### config.mk
export PLATFORM = sky130hd
export DESIGN_NAME = aes_io_ctrl_flat
export DESIGN_NICKNAME = d
export VERILOG_FILES = /design/src/rtl/aes_io_ctrl_if.sv /design/src/rtl/aes_io_ctrl.sv /design/src/flat_wrapper.sv
export SDC_FILE = /design/constraint.sdc
export NUM_CORES = 1
export LEC_CHECK = 0
export CAP_MARGIN = 10
export CORE_ASPECT_RATIO = 0.5
export CORE_MARGIN = 1
export CORE_UTILIZATION = 50
export DETAILED_ROUTE_END_ITERATION = 16
export PLACE_DENSITY = 0.88
export SYNTH_ARGS = -nofsm -noshare
export SYNTH_HDL_FRONTEND = slang
export SYNTH_SLANG_ARGS = --single-unit
### constraint.sdc
create_clock -name clk -period 5.2 [get_ports clk]
set_clock_uncertainty 0.15 [all_clocks]
set_input_delay 0.52 -clock clk [delete_from_list [all_inputs] [get_ports clk]]
set_output_delay 0.52 -clock clk [all_outputs]
set_load 0.05 [all_outputs]
### src/rtl/aes_io_ctrl_if.sv
// aes_io_ctrl_if: host/core bus bundle for the AES I/O controller.
//   Host side : din, cmd -> ; interface_ready, engine_done, cmd_err, dout, dout_valid <-
//   Core side : block_o, key_o, start_o <- ; core_done_i, result_i ->
//   modport slave  : the controller's view.
//   modport master : the host plus core-stub view that drives the controller.
interface aes_io_ctrl_if #(
  parameter int DIN_W    = 8,
  parameter int KEY_BITS = 128
);
  logic [DIN_W-1:0]    din;
  logic [1:0]          cmd;
  logic                interface_ready;
  logic                engine_done;
  logic                cmd_err;
  logic [127:0]        block_o;
  logic [KEY_BITS-1:0] key_o;
  logic                start_o;
  logic                core_done_i;
  logic [127:0]        result_i;
  logic [DIN_W-1:0]    dout;
  logic                dout_valid;

  modport slave (
    input  din, cmd, core_done_i, result_i,
    output interface_ready, engine_done, cmd_err, block_o, key_o, start_o, dout, dout_valid
  );

  modport master (
    output din, cmd, core_done_i, result_i,
    input  interface_ready, engine_done, cmd_err, block_o, key_o, start_o, dout, dout_valid
  );
endinterface

### src/rtl/aes_io_ctrl.sv
// aes_io_ctrl: host-side command front end for the AES round core.
//   clk, rst_ : single rising-edge clock, synchronous active-low reset.
//   bus       : aes_io_ctrl_if.slave
//     din/cmd             beat stream; cmd 00 idle, 01 plaintext, 10 key, 11 start
//     interface_ready     plaintext and key complete, controller idle
//     engine_done/cmd_err one-cycle pulses (result captured / command rejected)
//     block_o/key_o       operands to the core, mirror the load registers
//     start_o             one-cycle core launch
//     core_done_i/result_i core completion and ciphertext
//     dout/dout_valid     ciphertext, MSB beat first, 128/DIN_W cycles
module aes_io_ctrl #(
  parameter int DIN_W    = 8,
  parameter int KEY_BITS = 128
) (
  input logic         clk,
  input logic         rst_,
  aes_io_ctrl_if.slave bus
);
  localparam int BP  = 128 / DIN_W;
  localparam int BK  = KEY_BITS / DIN_W;
  localparam int PCW = $clog2(BP + 1);
  localparam int KCW = $clog2(BK + 1);
  localparam int OCW = $clog2(BP);

  localparam logic [1:0] CMD_PT  = 2'b01;
  localparam logic [1:0] CMD_KEY = 2'b10;
  localparam logic [1:0] CMD_GO  = 2'b11;

  if ((DIN_W != 8 && DIN_W != 16 && DIN_W != 32) ||
      (KEY_BITS != 128 && KEY_BITS != 192 && KEY_BITS != 256) ||
      (128 % DIN_W) != 0 || (KEY_BITS % DIN_W) != 0) begin : g_param_err
    $error("aes_io_ctrl: unsupported DIN_W/KEY_BITS combination");
  end

  typedef enum logic [1:0] {S_IDLE, S_START, S_WAIT, S_OUT} state_t;

  state_t              state, state_nxt;
  logic [127:0]        pt, out_sr;
  logic [KEY_BITS-1:0] key;
  logic [PCW-1:0]      pt_cnt;
  logic [KCW-1:0]      key_cnt;
  logic [OCW-1:0]      out_cnt;
  logic                pt_full, key_full;
  logic [1:0]          cmd_q;
  logic                engine_done_q, cmd_err_q;

  logic idle, ready, go, err_nxt, capture, out_last;

  assign idle     = (state == S_IDLE);
  assign ready    = idle && pt_full && key_full;
  assign go       = ready && (bus.cmd == CMD_GO);
  assign capture  = (state == S_WAIT) && bus.core_done_i;
  assign out_last = (out_cnt == OCW'(BP - 1));
  // In IDLE only an unready start is an error; when busy any load is an error
  // while a repeated start is dropped silently.
  assign err_nxt  = idle ? (bus.cmd == CMD_GO && !ready)
                         : (bus.cmd == CMD_PT || bus.cmd == CMD_KEY);

  // State register
  always_ff @(posedge clk) begin
    if (!rst_) state <= S_IDLE;
    else       state <= state_nxt;
  end

  // Next-state logic
  always_comb begin
    state_nxt = state;
    case (state)
      S_IDLE:  if (go) state_nxt = S_START;
      S_START: state_nxt = S_WAIT;          // core_done_i deliberately ignored here
      S_WAIT:  if (bus.core_done_i) state_nxt = S_OUT;
      S_OUT:   if (out_last) state_nxt = S_IDLE;
      default: state_nxt = S_IDLE;
    endcase
  end

  // Load registers, result shifter and registered pulses
  always_ff @(posedge clk) begin
    if (!rst_) begin
      pt            <= '0;
      key           <= '0;
      out_sr        <= '0;
      pt_cnt        <= '0;
      key_cnt       <= '0;
      out_cnt       <= '0;
      pt_full       <= 1'b0;
      key_full      <= 1'b0;
      cmd_q         <= '0;
      engine_done_q <= 1'b0;
      cmd_err_q     <= 1'b0;
    end else begin
      cmd_q         <= bus.cmd;
      cmd_err_q     <= err_nxt;
      engine_done_q <= capture;

      // A fresh entry into a load command restarts that field from scratch.
      if (idle && bus.cmd == CMD_PT) begin
        if (cmd_q != CMD_PT) begin
          pt      <= {{(128-DIN_W){1'b0}}, bus.din};
          pt_cnt  <= PCW'(1);
          pt_full <= 1'b0;
        end else if (!pt_full) begin
          pt      <= {pt[127-DIN_W:0], bus.din};
          pt_cnt  <= pt_cnt + 1'b1;
          pt_full <= (pt_cnt == PCW'(BP - 1));
        end
      end

      if (idle && bus.cmd == CMD_KEY) begin
        if (cmd_q != CMD_KEY) begin
          key      <= {{(KEY_BITS-DIN_W){1'b0}}, bus.din};
          key_cnt  <= KCW'(1);
          key_full <= 1'b0;
        end else if (!key_full) begin
          key      <= {key[KEY_BITS-1-DIN_W:0], bus.din};
          key_cnt  <= key_cnt + 1'b1;
          key_full <= (key_cnt == KCW'(BK - 1));
        end
      end

      // Key is kept across blocks; only the plaintext must be reloaded.
      if (go) pt_full <= 1'b0;

      if (capture) begin
        out_sr  <= bus.result_i;
        out_cnt <= '0;
      end else if (state == S_OUT) begin
        out_sr  <= out_sr << DIN_W;
        out_cnt <= out_cnt + 1'b1;
      end
    end
  end

  // Outputs
  always_comb begin
    bus.interface_ready = ready;
    bus.start_o         = (state == S_START);
    bus.dout_valid      = (state == S_OUT);
    bus.dout            = out_sr[127 -: DIN_W];
    bus.engine_done     = engine_done_q;
    bus.cmd_err         = cmd_err_q;
    bus.block_o         = pt;
    bus.key_o           = key;
  end
endmodule

### src/flat_wrapper.sv
// flat-port wrapper written by rule: the top's interface ports become plain ports
module aes_io_ctrl_flat 
#(
  parameter int DIN_W    = 8,
  parameter int KEY_BITS = 128
)
  (clk, rst_, bus_din, bus_cmd, bus_core_done_i, bus_result_i, bus_interface_ready, bus_engine_done, bus_cmd_err, bus_block_o, bus_key_o, bus_start_o, bus_dout, bus_dout_valid);
  aes_io_ctrl_if #(.DIN_W(DIN_W), .KEY_BITS(KEY_BITS)) bus_i ();
  input logic clk;
  input logic rst_;
  input wire logic [$bits(bus_i.din)-1:0] bus_din;
  input wire logic [$bits(bus_i.cmd)-1:0] bus_cmd;
  input wire logic [$bits(bus_i.core_done_i)-1:0] bus_core_done_i;
  input wire logic [$bits(bus_i.result_i)-1:0] bus_result_i;
  output wire logic [$bits(bus_i.interface_ready)-1:0] bus_interface_ready;
  output wire logic [$bits(bus_i.engine_done)-1:0] bus_engine_done;
  output wire logic [$bits(bus_i.cmd_err)-1:0] bus_cmd_err;
  output wire logic [$bits(bus_i.block_o)-1:0] bus_block_o;
  output wire logic [$bits(bus_i.key_o)-1:0] bus_key_o;
  output wire logic [$bits(bus_i.start_o)-1:0] bus_start_o;
  output wire logic [$bits(bus_i.dout)-1:0] bus_dout;
  output wire logic [$bits(bus_i.dout_valid)-1:0] bus_dout_valid;
  assign bus_i.din = bus_din;
  assign bus_i.cmd = bus_cmd;
  assign bus_i.core_done_i = bus_core_done_i;
  assign bus_i.result_i = bus_result_i;
  assign bus_interface_ready = bus_i.interface_ready;
  assign bus_engine_done = bus_i.engine_done;
  assign bus_cmd_err = bus_i.cmd_err;
  assign bus_block_o = bus_i.block_o;
  assign bus_key_o = bus_i.key_o;
  assign bus_start_o = bus_i.start_o;
  assign bus_dout = bus_i.dout;
  assign bus_dout_valid = bus_i.dout_valid;
  aes_io_ctrl #(.DIN_W(DIN_W), .KEY_BITS(KEY_BITS)) u_core (.clk(clk), .rst_(rst_), .bus(bus_i));
endmodule
==> metrics.md, run 1 <==
| Metric | Value |
|---|---|
| Hold buffers post-CTS | `0` |
| Die X | `between 200 and 300 µm` |
| Clock sink count | `406` |
| Worst skew pair latency | `~530 ps` |
| Critical path origin | `u_core.state[0]$_SDFFE_PN0P_` |
| Yosys top cell by area | `dfxtp_1` |
| Detailed Place HPWL | `approximately 31000 µm` |
| Post-cts sizing count | `0` |
| Synth top area cells | `dfxtp_1 (49%), o21ai_0 (12%), nand3_1 (8.0%)` |
| Antenna-violating nets left | `0` |
| DRT iter0 DRCs | `around 1600` |
| # fillers | `between 2000 and 2500` |
| Total Routing Usage GR | `26.61%` |
| FF-to-FF path depth | `5` |
| Final Cell Area | `21700 µm²` |
| Tmin final | `3325 ps` |
| Outcome | `finished, final reports clean` |
| Final hold slack | `319.6 ps` |
| Leakage power | `between 6 and 7 nW` |
| # rows | `between 40 and 50` |
| Setup ws final | `around 1900 ps` |
| Grt ovf | `0` |
| DR pass1 iterations | `6` |
| Max H-tree Level | `2` |
| Die footprint | `~34000 µm²` |
| # IOs | `410` |
| Initial antenna violation count | `8` |
| Synth top area share | `between 40% and 50%` |
| Reg2reg setup slack | `2030 ps` |
| Post-CTS setup buffers | `0` |
| Final-report max-slew violation count | `0` |
| Multi-input logic area | `around 7500 µm²` |
| Final setup violation count | `0` |
| CP Max Fanout | `10` |
| Worst r2r src | `u_core.state[0]$_SDFFE_PN0P_` |
| Sequential share of the synthesized area | `between 40% and 50%` |
| WL/cell | `about 19 µm` |
| Vias per cell | `roughly 5.7` |
| Least-Margin Pin Slew | `1209 ps` |
| Post-Synthesis Cells | `~1800` |
| Hold Path End | `u_core.bus.key_o[42]$_SDFFE_PN0P_` |
| Layout Nets | `approximately 2300` |
| Worst hold path class | `input port to flop` |
| Pwr Density | `roughly 290 nW/µm²` |
| Power Total | `6.232 mW` |
| Core area | `between 30000 and 40000 µm²` |
| Vias in the first global route | `between 10000 and 15000` |
| Max cap viols | `0` |
| CTS tree | `built` |
| Worst EP required | `about 4500 ps` |
| Final period utilization | `between 60% and 70%` |
| WP data arrival | `about 2700 ps` |
| CP Capture Type | `output pin` |
| CTS clock-pin slew for the worst setup and hold paths | `around 70 ps` |
| Net Count, Synth | `~2000` |
| CTS root buf | `clkbuf_16` |
| CP startpoint kind | `flop` |
| Setup TNS | `0 ps` |
| Hold path depth | `2` |
| Placed cell area | `roughly 20000 µm²` |
| Seq cells post-synth | `between 400 and 500` |
| Pre-CTS setup slack | `a little over 2000 ps` |
| Vert. Die Dim | `130.7 µm` |
| DRC viols | `0` |
| Avg Cell Area, Syn | `8.983 µm²` |
| Synth Warn # | `0` |
| Min-Delay Startpoint | `rst_` |
| Final hold violations | `0` |
| RSZ-0062 raised after global routing | `no` |
| Crit Path Class | `flop to output pin` |
| Reg-to-Reg End | `u_core.out_sr[82]$_SDFFE_PN0P_` |
| CTS Buf Count | `37` |
| Largest net degree at the start of global routing | `between 100 and 150` |
| Initial Utilization | `approximately half` |
| Mapped Area | `16560 µm²` |
| FF+latch area | `between 8000 and 9000 µm²` |
| Clock buffer depth | `3` |
| Via count | `roughly 15000` |
| Slew margin rel. | `roughly a fifth` |
| Unique masters post-synth | `38` |
| Routed wire length | `between 40000 and 50000 µm` |
| Synth-to-Final Area Change | `31.03%` |
| VDD IR max | `~220 µV` |
| RD Place Congestion | `roughly 0.86` |
| Fmax | `around 0.3 GHz` |
| Share of layout cells above drive strength 1 | `under 10%` |
| First-pass GRT wire length | `about 73000 µm` |
| Port Buf Inserts | `between 400 and 500` |
critical path, cell delays in order (launching register included):
cell and delay [ps]:
dfxtp_1 360, inv_1 130, ha_1 500, and3_1 270, clkdlybuf4s50_1 860
routing by layer:
metal	GRT usage (%)	vias up	wire, µm
li1	-	7057	-
met1	34.12	7006	20210
met2	43.86	454	23550
met3	5.054	113	2407
met4	12.42	2	1901
met5	0	-	9
sequential cells by signal (all words and copies together), names as in the netlist:
name / flops
u_core.bus.block_o: 128
u_core.bus.key_o: 128
u_core.out_sr: 128
u_core.key_cnt: 5
u_core.pt_cnt: 5
u_core.out_cnt: 4
u_core.cmd_q: 2
u_core.state: 2
u_core.bus.cmd_err: 1
u_core.bus.engine_done: 1
u_core.key_full: 1
u_core.pt_full: 1
placed cells by master (no fill, tap or decap), types with 8 or more instances in the layout:
cell type / instances
a21boi_0: 172
mux2i_1: 123
clkbuf_16: 39
inv_1: 8
buf_4: 14
a21boi_1: 90
o21ai_0: 382
dfxtp_1: 406
clkdlybuf4s50_1: 408
clkinv_2: 8
nand3_1: 264
a22o_1: 8
ha_1: 12
nand2_1: 126
power breakdown:
part / internal, mW / switching, mW / total [mW]
sequential: 3.12 / 0.00819 / 3.12
combinational: 0.142 / 0.141 / 0.283
clock: 1.61 / 1.21 / 2.82
total: 4.87 / 1.36 / 6.23
how the worst max path moves through the flow:
stage                                                 end  slack (ps)  cells after the start
after floorplan           u_core.out_sr[121]$_SDFFE_PN0P_        3120                      6
after global placement     u_core.key_cnt[3]$_SDFFE_PN0P_        2100                      6
after detailed placement   u_core.out_sr[46]$_SDFFE_PN0P_        2080                      5
after CTS                             bus_interface_ready        1880                      4
after global routing                  bus_interface_ready        1810                      4
final                                 bus_interface_ready        1870                      4
final cells by class:
class                      count  share of cell area [%]
inverter                      10                  0.1845
timing repair buffer         423                   19.35
tap                          432                   2.490
sequential                   406                   37.45
multi-input combinational   1232                   34.74
clock buffer                  50                   4.963
clock inverter                14                  0.7436
antenna                        7                 0.08071
through the flow:
stage | utilization, % | cells
CTS | 67.53 | 2567
finish | 67.58 | 2574
floorplan | - | 1844
detailed placement | 63.67 | 2503
global placement | 63.67 | 2503
global route | 67.57 | 2573
kinds of logic (layout without fill, tap and decap cells):
kind of cell / after synthesis / after routing / share of synthesized area (%)
AND/OR/NAND/NOR: 423 / 423 / 12.12
XOR/XNOR: 3 / 3 / 0.1587
multiplexers: 123 / 123 / 7.433
other: 0 / 7 / 0
flip-flops: 406 / 406 / 49.07
buffers and inverters: 206 / 497 / 5.635
AO/OA/AOI/OAI: 670 / 670 / 24.60
adder cells (fa/ha/maj): 13 / 13 / 0.9820
synthesized netlist by cell type:
library cell / number
a21boi_1: 90
nand4_1: 1
buf_4: 17
nand2_4: 2
clkbuf_2: 2
inv_2: 2
and3b_1: 2
o211a_1: 1
o21a_1: 3
nor3_1: 2
o21ai_0: 382
nand3b_1: 2
a21bo_2: 1
a211oi_1: 3
nor2_1: 7
clkbuf_1: 110
inv_1: 8
nand3_1: 264
and4b_1: 2
and2_1: 4
a21oi_1: 5
nand2_1: 126
a22o_1: 8
dfxtp_1: 406
xor2_1: 2
nor2b_1: 3
and3_1: 6
buf_6: 2
ha_1: 13
a21boi_0: 172
xnor2_1: 1
a221oi_1: 1
mux2i_1: 123
o31ai_1: 2
buf_1: 2
or4_1: 2
a31oi_1: 2
buf_2: 63
No activity file was read; power rests on OpenSTA's default activity.
==> run 2: changes to the inputs <==
--- a/config.mk
+++ b/config.mk
@@ -8,9 +8,9 @@
 export CAP_MARGIN = 10
 export CORE_ASPECT_RATIO = 0.5
 export CORE_MARGIN = 1
-export CORE_UTILIZATION = 50
+export CORE_UTILIZATION = 45
 export DETAILED_ROUTE_END_ITERATION = 16
-export PLACE_DENSITY = 0.88
+export PLACE_DENSITY = 0.84
 export SYNTH_ARGS = -nofsm -noshare
 export SYNTH_HDL_FRONTEND = slang
 export SYNTH_SLANG_ARGS = --single-unit
==> constraint.sdc (replaced) <==
create_clock -name clk -period 2.73 [get_ports clk]
set_clock_uncertainty 0.15 [all_clocks]
set_input_delay 0.273 -clock clk [delete_from_list [all_inputs] [get_ports clk]]
set_output_delay 0.273 -clock clk [all_outputs]
set_load 0.05 [all_outputs]
==> metrics.md, run 2 (synthesis gave the netlist of run 1 again) <==
| Metric | Value |
|---|---|
| Placed insts | `2568 (+2.6%)` |
| Final-report max-slew violation count | `0 (unchanged)` |
| Largest net degree at the start of global routing | `143 (+5.9%)` |
| Setup ws final | `298.2 ps (-1576 ps)` |
| Routed wire length | `48580 µm (+1.0%)` |
| Max H-tree Level | `2 (unchanged)` |
| # IOs | `410 (unchanged)` |
| Least-Margin Pin Slew | `797.4 ps (-411.2 ps)` |
| Via count | `14610 (-0.16%)` |
| Placed cell area | `20830 µm² (+1.9%)` |
| DRC viols | `0 (unchanged)` |
| Setup TNS | `0 ps (unchanged)` |
| Worst skew pair latency | `550 ps (+20 ps)` |
| First-pass GRT wire length | `72600 µm (-0.38%)` |
| Die X | `273.3 µm (+5.4%)` |
| Final period utilization | `roughly 89%` |
| Clock sink count | `406 (unchanged)` |
| Outcome | `finished, final reports clean` |
| Pre-CTS setup slack | `334.3 ps (-1743 ps)` |
| WP data arrival | `2010 ps (-650 ps)` |
| Min-Delay Startpoint | `bus_result_i[23]` |
| Detailed Place HPWL | `31520 µm (+1.6%)` |
| CP startpoint kind | `flop` |
| Reg-to-Reg End | `u_core.bus.block_o[96]$_SDFFE_PN0P_` |
| CTS root buf | `clkbuf_16` |
| FF-to-FF path depth | `6 (+1)` |
| Vert. Die Dim | `137.7 µm (+5.3%)` |
| Vias in the first global route | `13250 (-0.090%)` |
| CTS Buf Count | `38 (+2.7%)` |
| Post-cts sizing count | `0 (unchanged)` |
| Fmax | `around 0.4 GHz` |
| WL/cell | `18.35 µm (-1.8%)` |
| Max cap viols | `0 (unchanged)` |
| VDD IR max | `378.8 µV (+76%)` |
| Hold path depth | `3 (+1)` |
| Worst hold path class | `input port to flop` |
| CP Capture Type | `output pin` |
| Pwr Density | `549.1 nW/µm² (+91%)` |
| CTS tree | `built` |
| Hold Path End | `u_core.out_sr[23]$_SDFFE_PN0P_` |
| Post-route insts no fill | `2648 (+2.9%)` |
| CP Max Fanout | `10 (unchanged)` |
| Leading cell types in the layout, fill and taps excluded | `clkdlybuf4s50_1 (406), dfxtp_1 (406), o21ai_0 (382), nand3_1 (264), a21boi_0 (172)` |
| Final setup violation count | `0 (unchanged)` |
| Share of layout cells above drive strength 1 | `4.828% (+0.85 points)` |
| Final hold slack | `125.9 ps (-193.7 ps)` |
| DRT iter0 DRCs | `1644 (+2.6%)` |
| Leakage power | `6.992 nW (+2.7%)` |
| RSZ-0062 raised after global routing | `no` |
| Clock buffer depth | `3 (unchanged)` |
| Antenna-violating nets left | `0 (unchanged)` |
| Initial antenna violation count | `11 (+3)` |
| Worst EP required | `2310 ps (-2220 ps)` |
| Initial Utilization | `45.87% (-5.7 points)` |
| Vias per cell | `5.517 (-2.9%)` |
| Reg2reg setup slack | `380 ps (-1650 ps)` |
| Crit Path Class | `flop to output pin` |
| Grt ovf | `0 (unchanged)` |
| Layout Nets | `2279 (+0.66%)` |
| Die footprint | `37630 µm² (+11%)` |
| Tmin final | `around 2400 ps` |
| DR pass1 iterations | `5 (-1)` |
| Core area | `36110 µm² (+12%)` |
| RD Place Congestion | `0.8635 (+0.96%)` |
| Slew margin rel. | `46.84% (+27 points)` |
| Total Routing Usage GR | `23.88% (-2.7 points)` |
| Final hold violations | `0 (unchanged)` |
| Final Cell Area | `22210 µm² (+2.3%)` |
| Worst r2r src | `u_core.state[0]$_SDFFE_PN0P_` |
| # rows | `49 (+6.5%)` |
| CTS clock-pin slew for the worst setup and hold paths | `70 ps (about the same)` |
| Synth-to-Final Area Change | `34.05%` |
| Port Buf Inserts | `409 (unchanged)` |
[run 2: area by class of cell]
cell class,count,area (µm²)
sequential,406,8128
multi-input combinational,1232,7542
clock buffer,54,1122
antenna,10,25.02
fill,2948,13910
tap,484,605.6
inverter,10,40.04
timing repair buffer,437,4528
clock inverter,15,214.0
[run 2: worst max-delay path: stages (launching register included)]
cell     delay [ps]
dfxtp_1         360
inv_1           120
ha_1            500
and3_1          260
buf_4           220
[run 2: worst max path at each step]
stage,from,to,slack (ps),cells after the start
floorplan,u_core.state[0]$_SDFFE_PN0P_,u_core.out_sr[121]$_SDFFE_PN0P_,650,6
global placement,bus_cmd[0],u_core.bus.key_o[49]$_SDFFE_PN0P_,390,7
detailed placement,bus_cmd[0],u_core.bus.key_o[46]$_SDFFE_PN0P_,330,7
CTS,u_core.state[1]$_SDFFE_PN0P_,bus_start_o,280,3
global route,u_core.state[1]$_SDFFE_PN0P_,bus_interface_ready,190,4
finish,u_core.state[0]$_SDFFE_PN0P_,bus_interface_ready,300,4
[run 2: where the power goes]
group	leakage, nW	switching [mW]	internal [mW]
Combinational	3.06	0.269	0.287
Sequential	3.27	0.0152	5.94
Clock	0.657	2.41	3.28
Total	6.99	2.69	9.50
[run 2: layer usage]
metal	vias up	wire length [µm]	GRT usage [%]
met4	2	2563	13.90
met2	399	23920	39.06
met3	139	2040	4.113
li1	7093	-	-
met1	6976	20050	29.92
met5	-	9	0
[run 2: timing repair]
action | in CTS | in global routing
setup buffers | 0 | 0
hold buffers | 1 | 0
hold endpoints to repair | 27 | 0
[run 2: metrics by stage]
step	power, mW	utilization (%)
5_1_grt	12.58	61.49
2_1_floorplan	6.334	-
3_5_place_dp	6.634	57.69
3_3_place_gp	6.634	57.69
6_report	12.19	61.49
4_1_cts	12.27	61.42
